File: src/rtl/uart_pkg.sv
// uart_pkg: definitions shared by the UART transmitter and receiver.
//   - Default clock frequency / baud rate.
//   - FSM state encoding (IDLE/START/DATA/PARITY/STOP).
//   - Helpers that derive the symbol length and the counter width.
// No ports (package).
package uart_pkg;

    localparam int unsigned DEFAULT_CLOCK_FREQUENCY = 50_000_000;
    localparam int unsigned DEFAULT_BAUD_RATE       = 9600;

    typedef enum logic [2:0] {
        ST_IDLE   = 3'd0,
        ST_START  = 3'd1,
        ST_DATA   = 3'd2,
        ST_PARITY = 3'd3,
        ST_STOP   = 3'd4
    } uart_state_t;

    // Clock cycles per bit period (integer division, values below 2 unsupported).
    function automatic int unsigned cycles_in_symbol(input int unsigned clock_frequency,
                                                     input int unsigned baud_rate);
        return clock_frequency / baud_rate;
    endfunction

    // Bits needed to hold the value 'cycles' in a down-counter.
    function automatic int unsigned counter_width(input int unsigned cycles);
        return $clog2(cycles + 1);
    endfunction

endpackage

File: src/rtl/uart_baud_counter.sv
// uart_baud_counter: loadable down-counter that times one UART symbol.
// Ports:
//   clock       in   system clock (posedge)
//   reset_n     in   asynchronous active-low reset
//   load        in   load load_value on this edge (has priority over counting)
//   load_value  in   value to load (symbol length, or half a symbol in the receiver)
//   done        out  counter currently equals 1: the edge that sees it ends the symbol
// The counter decrements every clock and stops at 0 so an idle user can leave it parked.
module uart_baud_counter #(
    parameter int unsigned WIDTH = 8
) (
    input  logic             clock,
    input  logic             reset_n,
    input  logic             load,
    input  logic [WIDTH-1:0] load_value,
    output logic             done
);

    logic [WIDTH-1:0] count_q;
    logic [WIDTH-1:0] count_d;

    always_comb begin
        count_d = count_q;
        if (load) begin
            count_d = load_value;
        end else if (count_q != '0) begin
            count_d = count_q - WIDTH'(1);
        end
    end

    always_ff @(posedge clock or negedge reset_n) begin
        if (!reset_n) begin
            count_q <= '0;
        end else begin
            count_q <= count_d;
        end
    end

    assign done = (count_q == WIDTH'(1));

endmodule

File: src/rtl/uart_transmitter.sv
// uart_transmitter: 8N1 UART transmitter, LSB first, idle-high line.
// Optional feature macro: UART_TX_PARITY_EN -> adds an even-parity symbol (8E1).
// Ports:
//   clock       in   system clock (posedge)
//   reset_n     in   asynchronous active-low reset; forces tx=1, busy=0, byte_ready=0
//   byte_data   in   [7:0] byte to send, sampled only on the handshake edge
//   byte_valid  in   requester has a byte (hold until accepted)
//   byte_ready  out  transmitter accepts a byte this cycle (IDLE only)
//   tx          out  serial line, driven straight from a flop
//   busy        out  a frame is in progress
module uart_transmitter
    import uart_pkg::*;
#(
    parameter int unsigned clock_frequency = DEFAULT_CLOCK_FREQUENCY,
    parameter int unsigned baud_rate       = DEFAULT_BAUD_RATE,
    parameter int unsigned stop_bits       = 1
) (
    input  logic       clock,
    input  logic       reset_n,
    input  logic [7:0] byte_data,
    input  logic       byte_valid,
    output logic       byte_ready,
    output logic       tx,
    output logic       busy
);

    localparam int unsigned     CYCLES      = cycles_in_symbol(clock_frequency, baud_rate);
    localparam int unsigned     CNT_W       = counter_width(CYCLES);
    localparam logic [CNT_W-1:0] SYMBOL_LOAD = CNT_W'(CYCLES);
    // The bit index doubles as the stop-symbol index while in STOP.
    localparam logic [2:0]      STOP_LAST   = 3'(stop_bits - 1);

    uart_state_t state_q, state_d;
    logic [7:0]  shift_q, shift_d;
    logic [2:0]  bit_idx_q, bit_idx_d;
    logic        tx_q, tx_d;
    logic        ready_en_q;
    logic        symbol_load;
    logic        symbol_done;
    logic        accept;
`ifdef UART_TX_PARITY_EN
    logic        parity_q, parity_d;
`endif

    uart_baud_counter #(
        .WIDTH(CNT_W)
    ) u_baud_counter (
        .clock      (clock),
        .reset_n    (reset_n),
        .load       (symbol_load),
        .load_value (SYMBOL_LOAD),
        .done       (symbol_done)
    );

    // ready_en_q keeps byte_ready low during reset and until the first edge after release,
    // even though the state register already sits in IDLE.
    assign byte_ready = ready_en_q && (state_q == ST_IDLE);
    assign busy       = (state_q != ST_IDLE);
    assign tx         = tx_q;
    assign accept     = byte_ready && byte_valid;

    always_comb begin
        state_d     = state_q;
        shift_d     = shift_q;
        bit_idx_d   = bit_idx_q;
        tx_d        = tx_q;
        symbol_load = 1'b0;
`ifdef UART_TX_PARITY_EN
        parity_d    = parity_q;
`endif
        case (state_q)
            ST_IDLE: begin
                tx_d = 1'b1;
                if (accept) begin
                    state_d     = ST_START;
                    shift_d     = byte_data;
                    bit_idx_d   = 3'd0;
                    tx_d        = 1'b0;
                    symbol_load = 1'b1;
`ifdef UART_TX_PARITY_EN
                    parity_d    = ^byte_data;
`endif
                end
            end
            ST_START: begin
                if (symbol_done) begin
                    state_d     = ST_DATA;
                    bit_idx_d   = 3'd0;
                    tx_d        = shift_q[0];
                    symbol_load = 1'b1;
                end
            end
            ST_DATA: begin
                if (symbol_done) begin
                    symbol_load = 1'b1;
                    if (bit_idx_q == 3'd7) begin
                        bit_idx_d = 3'd0;
`ifdef UART_TX_PARITY_EN
                        state_d   = ST_PARITY;
                        tx_d      = parity_q;
`else
                        state_d   = ST_STOP;
                        tx_d      = 1'b1;
`endif
                    end else begin
                        // Next LSB is bit 1 of the current register, i.e. bit 0 after the shift.
                        shift_d   = shift_q >> 1;
                        bit_idx_d = bit_idx_q + 3'd1;
                        tx_d      = shift_q[1];
                    end
                end
            end
`ifdef UART_TX_PARITY_EN
            ST_PARITY: begin
                if (symbol_done) begin
                    state_d     = ST_STOP;
                    bit_idx_d   = 3'd0;
                    tx_d        = 1'b1;
                    symbol_load = 1'b1;
                end
            end
`endif
            ST_STOP: begin
                tx_d = 1'b1;
                if (symbol_done) begin
                    if (bit_idx_q == STOP_LAST) begin
                        // No reload: the counter runs down to 0 and stays there in IDLE.
                        state_d   = ST_IDLE;
                        bit_idx_d = 3'd0;
                    end else begin
                        bit_idx_d   = bit_idx_q + 3'd1;
                        symbol_load = 1'b1;
                    end
                end
            end
            default: begin
                state_d = ST_IDLE;
                tx_d    = 1'b1;
            end
        endcase
    end

    always_ff @(posedge clock or negedge reset_n) begin
        if (!reset_n) begin
            state_q    <= ST_IDLE;
            shift_q    <= 8'h00;
            bit_idx_q  <= 3'd0;
            tx_q       <= 1'b1;
            ready_en_q <= 1'b0;
`ifdef UART_TX_PARITY_EN
            parity_q   <= 1'b0;
`endif
        end else begin
            state_q    <= state_d;
            shift_q    <= shift_d;
            bit_idx_q  <= bit_idx_d;
            tx_q       <= tx_d;
            ready_en_q <= 1'b1;
`ifdef UART_TX_PARITY_EN
            parity_q   <= parity_d;
`endif
        end
    end

endmodule
File: config.mk
export PLATFORM = sky130hd
export DESIGN_NAME = uart_transmitter
export DESIGN_NICKNAME = d
export VERILOG_FILES = /design/src/rtl/uart_pkg.sv /design/src/rtl/uart_baud_counter.sv /design/src/rtl/uart_transmitter.sv
export SDC_FILE = /design/constraint.sdc
export NUM_CORES = 1
export LEC_CHECK = 0
export ABC_AREA = 1
export CORE_MARGIN = 4
export CORE_UTILIZATION = 55
export DETAILED_ROUTE_END_ITERATION = 10
export PLACE_DENSITY = 0.75
export REMOVE_ABC_BUFFERS = 1
export SLEW_MARGIN = 20
export SYNTH_ARGS = -nofsm -noshare
export SYNTH_HDL_FRONTEND = slang
export SYNTH_HIERARCHICAL = 1
export SYNTH_SLANG_ARGS = --single-unit
File: constraint.sdc
create_clock -name clock -period 4.6 [get_ports clock]
set_input_delay 0.46 -clock clock [delete_from_list [all_inputs] [get_ports clock]]
set_output_delay 0.46 -clock clock [all_outputs]
set_load 0.01 [all_outputs]
# After elaboration in Yosys (flattened, before gate mapping)

Cells that the tools add are included.
Widths: inputs -> output; s select.

Bits in registers: 29
Input port bits: 11
Output and inout port bits: 3

Add/subtract/negate cells: 2
Equal/unequal tests: 12
Mux-type cells: 30
Reductions and logical operators: 14

Operators with widths:

| cell                  | count |
|---|---|
| $mux 3                | 12 |
| $mux 13               | 2 |
| $mux 8                | 3 |
| $pmux 3 s4            | 2 |
| $pmux 8 s2            | 1 |
| $ne 2x2->1 const B    | 7 |
| $eq 13x1->1 const B   | 1 |
| $reduce_bool 13->1    | 1 |
| $sub 13x1->13 const B | 1 |
| $mux 1                | 8 |
| $eq 3x3->1 const B    | 2 |
| $logic_not 3->1       | 2 |
| $pmux 1 s3            | 2 |
| $reduce_and 6->1      | 1 |
| $reduce_and 5->1      | 1 |
| $reduce_and 4->1      | 1 |
| $reduce_bool 2->1     | 2 |
| $reduce_bool 4->1     | 1 |
| $add 3x1->3 const B   | 1 |
| $eq 3x1->1 const B    | 1 |
| $eq 3x2->1 const B    | 1 |
| $reduce_bool 3->1     | 1 |
| $logic_and 1x1->1     | 2 |
| $reduce_and 2->1      | 1 |
| $reduce_or 2->1       | 1 |

# Logic depth before layout (Yosys ltp)

Gate-level depths: netlist of run 1.

Depth in word-level cells: 6
Depth in mapped cells: 15
Gate-level depth less buffers: 14

# Cells and area by module

The synthesis of run 1 kept the hierarchy.

By module, submodules not included:

| module            | instances | cells each | area an instance (µm²) | sequential area each (µm²) |
|---|---|---|---|---|
| uart_transmitter  | 1         | 131        | 1044.8                 | 401.6 |
| uart_baud_counter | 1         | 138        | 970.9                  | 325.3 |

# Worst setup path after synthesis of run 1

OpenSTA, ideal clock, no wires.

Path kind: reg2reg
Start point: register u_baud_counter.count_q[1]
End point: register u_baud_counter.count_q[9]
Library setup time: 0.113 ns
Arrival: 2.087 ns
Slack: 2.400 ns
Cell stages (with the launch flop): 15
Buffers on the path: 2
Clock period less this slack: 2.200 ns
Cell sequence: dfrtp_1 > inv_1 > ha_1 > nand2_1 > nor4_1 > inv_1 > o21ai_0 > buf_4 > inv_2 > buf_4 > or2_1 > nand2_1 > inv_2 > nand2_1 > inv_1

Cells in the longest elaborated chain, start to end: 4

RTL lines:

| element                                             | RTL line                                                                | RTL |
|---|---|---|
| from (decl)                                         | uart_baud_counter.sv:19                                                 | `logic [WIDTH-1:0] count_q;` |
| from (signal assigned)                              | uart_baud_counter.sv:35                                                 | `count_q <= count_d;` |
| $eq 13x1->1 (*)                                     | uart_baud_counter.sv:39                                                 | `assign done = (count_q == WIDTH'(1));` |
| via symbol_done                                     | uart_transmitter.sv:39                                                  | `logic symbol_done;` |
| $mux 1, on equally long branches                    | uart_transmitter.sv:125, uart_transmitter.sv:86, uart_transmitter.sv:94 |  |
| $pmux 1 s3 (*)                                      | uart_transmitter.sv:71                                                  | `case (state_q)` |
| via symbol_load                                     | uart_transmitter.sv:38                                                  | `logic symbol_load;` |
| $mux 13 / $reduce_bool 2->1 (equally long branches) | -                                                                       |  |

The timed path passes the listed nets; every way through them passes the cells marked *. The select of a mux whose other input is x is not followed.
A chain may end at the register's enable or synchronous reset.

# Worst setup path after layout of run 1

Start point: register u_baud_counter.count_q[1]
End point: register u_baud_counter.count_q[5]

Same word-level chain as after synthesis.

==> reports/metrics.sh, run 1 <==
OUTCOME='finished, final reports clean'
SYNTH.TOP_CELL.AREA_SHARE=0.348
CLOCK.FMAX_GHz=0.320
SYN-CELL-AREA_MM2=0.00202
CLOCK_TREE.HTREE_LEVEL_COUNT=2
GRT.MET1_USAGE=0.213
CLK_ROOT_BUFFER_CELL='sky130_fd_sc_hd__clkbuf_8'
HOLD_VIOLATIONS=0
INITIAL_UTILIZATION=0.586
AREA_DELTA_SYNTH_FINAL_PCT=14.2
MAXIMUM_NUMBER_OF_PINS_ON_ONE_NET_BEFORE_GLOBAL_ROUTE_REPAIR=30
WORST_SETUP_PATH_END_KIND='flip-flop'
FLOORPLAN.DIE_AREA_MM2=0.00470
LAYOUT-DRIVE-GT1-SHARE=0.209
FINALWORSTPATHREQUIREDPERIOD_NS=3.12
GRT_PASS1_VIAS=1534
PLACEMENT.SETUP.WORST_SLACK_NS=1.47
FINALWORSTSETUPSLACK_NS=1.48
FIN_HOLD_WS_NS=0.480
NETLIST-CELL-TYPE-COUNT=34
CTS_SETUP_BUFFERS=0
MAXCAPVIOLCOUNT=0
PATH_MAX_FANOUT=20
POWER-PER-CELL-AREA_mW_PER_MM2=653
GR_UTIL_MET3=0.0454
DETAILED_PLACE_HPWL_MM=2.73
TRITONCTS='done'
SYNTHFLOPTYPE='sky130_fd_sc_hd__dfrtp_1'
TIMING.MAX_SLEW.REL_SLACK=0.433
TNS_NS=0
FINALSETUPVIOLCOUNT=0
NUM_VIAS=1687
SYNTH-ASYNC-RESET-RATIO=1.00
HOLDCRITPATHCLASS='flip-flop to flip-flop'
MAX-CLOCK-PATH-BUFFERS=2
IO_COUNT=14
CRIT-REG2REG-LAUNCH='u_baud_counter/count_q[1]'
WORST_PIN_SLEW_NS=0.842
SYNTH_ENABLE_FLOP_CELLS=0
GR-USAGE-MET2=0.303
POSTCTSHOLDBUFS=0
DETAIL_ROUTE.ITER0.VIOLATIONS=112
NNETSFINAL=312
SYNTH_TOP_CELL_BY_AREA='sky130_fd_sc_hd__dfrtp_1'
CRITICAL_PATH_REQUIRED_NS=4.81
PLACEABLECOREAREA_MM2=0.00344
ANTENNA-DIODE-COUNT=0
ANT_NETS=0
FINAL.SETUP_SKEW_NS=0.00635
STATIC_LEAKAGE_nW=1.14
CELL_ROW_COUNT=21
FP.DIEH_UM=68.5
GLOBAL_ROUTE_WIRE_LENGTH_BEFORE_REPAIR_MM=6.33
SYNTH.YOSYS.SEQ_AREA_SHARE=0.361
PLACEDINSTANCEAREA_MM2=0.00219
CLOCK_SINK_COUNT=29
CRIT_TYPE='flip-flop to flip-flop'
FINAL_DESIGN_AREA_NO_FILL_MM2=0.00230
REG2REG_DEPTH=12
POSTROUTEWIRELENGTH_MM=3.68
SYNTHESIZED_AREA_DIVIDED_BY_SYNTHESIZED_CELL_COUNT_UM2=7.49
GRT_USAGE=0.179
CTS_REPAIR_RESIZE_COUNT=0
YOSYSWARNINGS=6
WORST_SETUP_HOLD_PATH_CLK_SLEW_NS=0.07
ANTENNA_VIOLATIONS_BEFORE_REPAIR=0
SETUP.WORST_PATH.START='u_baud_counter/count_q[1]'
GP_CONGESTION=0.879
SYNTHCELLS=269
CTS_MADE_BUFFERS=5
FIRSTDRTPASSITERS=4
HOLDPATHSTAGES=2
VIAS_PER_CELL=4.93
HOLD_PATH.STARTPOINT='shift_q[7]'
VDD_IR_DROP_MAX_mV=0.344
WORST-ENDPOINT-ARRIVAL_NS=3.33
IO_BUFFER_COUNT=13
MAXSLEWVIOLCOUNT=0
POST-ROUTE-DRC-COUNT=0
GRT_SETUP_UNREPAIRED='no'
WORST_SKEW_PAIR.LATE_LATENCY_NS=0.29
KIND_OF_START_POINT_OF_THE_CRITICAL_PATH='flip-flop'
GLOBAL_ROUTE.PEAK_USAGE_LAYER='met2'
DIE_WIDTH_UM=68.5
NFILLCELLS=307
GRT_OVERFLOW=0
FINAL_MIN_PERIOD_OVER_CLOCK_PERIOD=0.679
SYNTH-SEQ-CELLS=29
POST_DRT_WL_PER_CELL_UM=10.8
SYNTH.AREA.TOP_CELLS='sky130_fd_sc_hd__dfrtp_1 (35%), sky130_fd_sc_hd__nand2_1 (11%), sky130_fd_sc_hd__o21ai_2 (5.6%)'
path summary, 6_finish.rpt:
| check | end | slack [ns] |
|---|---|---|
| worst max register to register | u_baud_counter/count_q[5] | 1.48 |
| max in group asynchronous | tx | 3.74 |
| min in group asynchronous | shift_q[4] | 0.55 |
| worst max-delay path | u_baud_counter/count_q[5] | 1.48 |
| worst min-delay path | shift_q[7] | 0.48 |
| worst min register to register | shift_q[7] | 0.48 |
Yosys cell counts (3+ instances only):
library cell              number
sky130_fd_sc_hd__a21oi_1       8
sky130_fd_sc_hd__buf_4         3
sky130_fd_sc_hd__dfrtp_1      28
sky130_fd_sc_hd__ha_1          6
sky130_fd_sc_hd__inv_1        22
sky130_fd_sc_hd__inv_2        13
sky130_fd_sc_hd__nand2_1      60
sky130_fd_sc_hd__nand2_2       8
sky130_fd_sc_hd__nand2_4       3
sky130_fd_sc_hd__nand3_1      22
sky130_fd_sc_hd__nor2_1       28
sky130_fd_sc_hd__nor2_2        6
sky130_fd_sc_hd__nor2_4        4
sky130_fd_sc_hd__o21ai_0      15
sky130_fd_sc_hd__o21ai_2      13
sky130_fd_sc_hd__or2_1         7
layout by cell type (no fill, tap or decap), types with 13 or more instances in the layout:
master / count
sky130_fd_sc_hd__clkdlybuf4s50_1: 13
sky130_fd_sc_hd__conb_1: 14
sky130_fd_sc_hd__dfrtp_1: 28
sky130_fd_sc_hd__inv_1: 22
sky130_fd_sc_hd__inv_2: 13
sky130_fd_sc_hd__nand2_1: 60
sky130_fd_sc_hd__nand3_1: 22
sky130_fd_sc_hd__nor2_1: 28
sky130_fd_sc_hd__o21ai_0: 15
sky130_fd_sc_hd__o21ai_2: 13
metrics by stage:
step           power (W)  cells  utilization
2_1_floorplan    0.00106    274            -
3_3_place_gp     0.00122    334        0.635
3_5_place_dp     0.00124    334        0.635
4_1_cts          0.00151    342        0.668
5_1_grt          0.00164    342        0.668
6_report         0.00150    342        0.668
per-layer routing:
metal,up-vias,part of all wire
met3,7,0.035
met2,24,0.49
met5,-,0
li1,887,-
met1,769,0.46
met4,0,0.015
critical path: stages (launching register included):
cell                      delay, ns
sky130_fd_sc_hd__dfrtp_1       0.37
sky130_fd_sc_hd__inv_1         0.12
sky130_fd_sc_hd__ha_1          0.17
sky130_fd_sc_hd__nand2_1       0.05
sky130_fd_sc_hd__nor4_1        0.41
sky130_fd_sc_hd__inv_1         0.19
sky130_fd_sc_hd__o21ai_0       0.71
sky130_fd_sc_hd__inv_2         0.35
sky130_fd_sc_hd__nand2_2       0.17
sky130_fd_sc_hd__nor2_4        0.05
sky130_fd_sc_hd__nand3_4       0.20
sky130_fd_sc_hd__o21ai_0       0.12
sky130_fd_sc_hd__a21oi_1       0.12
sequential cells by signal, indices dropped and copies added (netlist names):
register and count:
ready_en_q 1, u_baud_counter/count_q 13, shift_q 8, tx 1
state_q 3, bit_idx_q 3
kinds of logic (layout without fill, tap and decap cells):
family / after synthesis / in the layout / share of synthesized area
AO/OA/AOI/OAI: 42 / 42 / 0.136
XOR/XNOR: 1 / 1 / 0.00435
adder cells (fa/ha/maj): 6 / 6 / 0.0372
buffers and inverters: 42 / 57 / 0.0999
flip-flops: 29 / 29 / 0.361
other: 2 / 14 / 0.00373
AND/OR/NAND/NOR: 147 / 147 / 0.358
final cells by class:
class                           instances  area [um^2]  area share
Multi-Input combinational cell        210         1130       0.492
Clock inverter                          3         46.3      0.0201
Sequential cell                        29          727       0.316
Clock buffer                            5         68.8      0.0299
Timing Repair Buffer                   14          138      0.0598
Inverter                               35          131      0.0571
Tap cell                               46         57.6      0.0250
power by group:
group          switching [W]  internal [W]  leakage, nW
clock               0.000108      0.000162       0.0543
sequential         0.0000959      0.000377        0.348
combinational       0.000478      0.000280        0.739
(Power assumes the default switching activity.)
==> inputs of run 2 (changes only) <==
Settings changed: CORE_UTILIZATION 55 to 53, PLACE_DENSITY 0.75 to 0.76.
Clock period 4.6 ns to 2.56 ns, I/O delays scaled along.
==> run 2 against run 1 <==
Effect of this change:
- maximum frequency rose by 43%
- combinational power grew 81%
- critical path type unchanged
- die area grew 3.3%
- critical endpoint unchanged
==> reports/metrics.sh, run 2 (same netlist as run 1, synthesis figures left out) <==
MULTI_INPUT_AREA_MM2=0.00114
POST-ROUTE-DRC-COUNT=0
HOLD_VIOLATIONS=0
GP_CONGESTION=0.880
WORST_PATH_MOST_REPEATED_CELL='sky130_fd_sc_hd__inv_1'
TRITONCTS='done'
AREA_DELTA_SYNTH_FINAL_PCT=14.1
FP.DIEH_UM=69.7
CLOCK.FMAX_GHz=0.457
SEQUENTIAL_CELL_AREA_UM2=727
VIAS_PER_CELL=4.79
FINALSETUPVIOLCOUNT=0
POSTCTSHOLDBUFS=0
TOP_REGISTER='u_baud_counter/count_q'
ANTENNA-DIODE-COUNT=0
GRT_USAGE=0.174
DETAILED_PLACE_HPWL_MM=2.78
LARGESTREGISTERS='u_baud_counter/count_q (13), shift_q (8)'
MAX-CLOCK-PATH-BUFFERS=2
CRITICAL_PATH.MAX_STAGE_DELAY_NS=0.39
TNS_NS=0
CRIT-REG2REG-LAUNCH='u_baud_counter/count_q[1]'
NUM_VIAS=1661
TOTALPOWERFINAL_W=0.00260
FINISH.UTILIZATION=0.628
LAYOUT.CELLS.MOST_COMMON_LIST='sky130_fd_sc_hd__nand2_1 (60), sky130_fd_sc_hd__nor2_1 (28), sky130_fd_sc_hd__dfrtp_1 (28)'
GRT_PASS1_VIAS=1612
CLOCK_SINK_COUNT=29
FIRSTDRTPASSITERS=4
GLOBAL_ROUTE_WIRE_LENGTH_BEFORE_REPAIR_MM=6.82
PLACEABLECOREAREA_MM2=0.00366
ANTENNA_VIOLATIONS_BEFORE_REPAIR=0
POSTROUTEWIRELENGTH_MM=3.81
VDD_IR_DROP_MAX_mV=0.594
FLOORPLAN.DIE_AREA_MM2=0.00485
IO_BUFFER_COUNT=13
STATIC_LEAKAGE_nW=1.15
OUTCOME='finished, final reports clean'
PLACEMENT.SETUP.WORST_SLACK_NS=0.172
MAXSLEWVIOLCOUNT=0
NNETSFINAL=315
POWER-PER-CELL-AREA_mW_PER_MM2=1130
REG2REG_DEPTH=12
INITIAL_UTILIZATION=0.551
CTS_MADE_BUFFERS=5
CLOCK_TREE.HTREE_LEVEL_COUNT=2
GRT_OVERFLOW=0
IO_COUNT=14
POST_DRT_WL_PER_CELL_UM=11.0
CELL_ROW_COUNT=22
WORST_SETUP_PATH_END_KIND='flip-flop'
WORST_SKEW_PAIR.LATE_LATENCY_NS=0.28
DIE_WIDTH_UM=69.7
FINALWORSTPATHREQUIREDPERIOD_NS=2.19
NFILLCELLS=317
LAYOUT-DRIVE-GT1-SHARE=0.217
KIND_OF_START_POINT_OF_THE_CRITICAL_PATH='flip-flop'
CRITICAL_PATH_REQUIRED_NS=2.77
PATH_MAX_FANOUT=14
ANT_NETS=0
FIN_HOLD_WS_NS=0.355
CRIT_TYPE='flip-flop to flip-flop'
MAXIMUM_NUMBER_OF_PINS_ON_ONE_NET_BEFORE_GLOBAL_ROUTE_REPAIR=30
REG2REG_TO='u_baud_counter/count_q[5]'
GRT_SETUP_UNREPAIRED='no'
MAXCAPVIOLCOUNT=0
WORST_SETUP_HOLD_PATH_CLK_SLEW_NS=0.07
HOLDCRITPATHCLASS='input port to asynchronous set/reset pin'
LARGEST_REGISTER_FF_COUNT=13
LAYOUT_COMMONEST_CELL='sky130_fd_sc_hd__nand2_1'
CRIT_SLOWEST_CELL='sky130_fd_sc_hd__dfrtp_1'
FINAL_MIN_PERIOD_OVER_CLOCK_PERIOD=0.855
CRIT_CHAIN='inv_1 -> ha_1 -> nand2_1 -> nor4_2 -> inv_1 -> o21ai_1 -> inv_2 -> nand2_2 -> nor2_4 -> nand3_4 -> o21ai_0 -> a21oi_1'
DETAIL_ROUTE.ITER0.VIOLATIONS=107
WORST-ENDPOINT-ARRIVAL_NS=2.40
CLK_ROOT_BUFFER_CELL='sky130_fd_sc_hd__clkbuf_8'
FINALWORSTSETUPSLACK_NS=0.371
FINAL.SETUP_SKEW_NS=0.00872
FF2FF_SETUP_SLACK_NS=0.37
## run 2: metrics by stage
step,instance area [um^2],std cells
6_report,2300,347
5_1_grt,2300,347
3_5_place_dp,2210,339
4_1_cts,2290,347
2_1_floorplan,1990,274
3_3_place_gp,2210,339
## run 2: area by class of cell
| cell class | count | share of cell area |
|---|---|---|
| clock buffers | 6 | 0.0316 |
| clock inverters | 2 | 0.00435 |
| inverters | 35 | 0.0571 |
| flip-flops and latches | 29 | 0.316 |
| multi-input cells | 210 | 0.495 |
| repair buffers | 17 | 0.0696 |
| well taps | 48 | 0.0261 |
## run 2: worst max path at each step
stage	startpoint	endpoint	slack, ns
2_1_floorplan	u_baud_counter/count_q[1]	u_baud_counter/count_q[3]	-0.09
3_3_place_gp	u_baud_counter/count_q[1]	u_baud_counter/count_q[5]	0.33
3_5_place_dp	u_baud_counter/count_q[1]	u_baud_counter/count_q[5]	0.17
4_1_cts	u_baud_counter/count_q[1]	u_baud_counter/count_q[5]	0.14
5_1_grt	u_baud_counter/count_q[1]	u_baud_counter/count_q[3]	0.09
6_report	u_baud_counter/count_q[1]	u_baud_counter/count_q[5]	0.37
## run 2: layer usage
metal	vias to the layer above	global-route usage	wire length (um)
met4	0	0.0787	39
li1	892	-	-
met3	6	0.0493	121
met2	21	0.291	1880
met1	742	0.205	1770
met5	-	0	0
## run 2: power breakdown
part	total [W]	internal [W]	switching (W)
clock network	0.000368	0.000188	0.000180
registers	0.000856	0.000678	0.000179
logic	0.00137	0.000519	0.000852
total	0.00260	0.00139	0.00121
## run 2: worst max-delay path, delay by kind of cell, from the launching register on
family / cells / cell delay (ns)
simple gates: 5 / 0.71
compound gates: 3 / 0.49
flops: 1 / 0.39
buf+inv: 3 / 0.37
fa+ha+maj: 1 / 0.16
## run 2: what timing repair did
item,in CTS,in global routing
endpoints found under the hold margin,0,0
setup endpoints to repair,0,13
gates resized for setup,0,2
buffers inserted,0,0
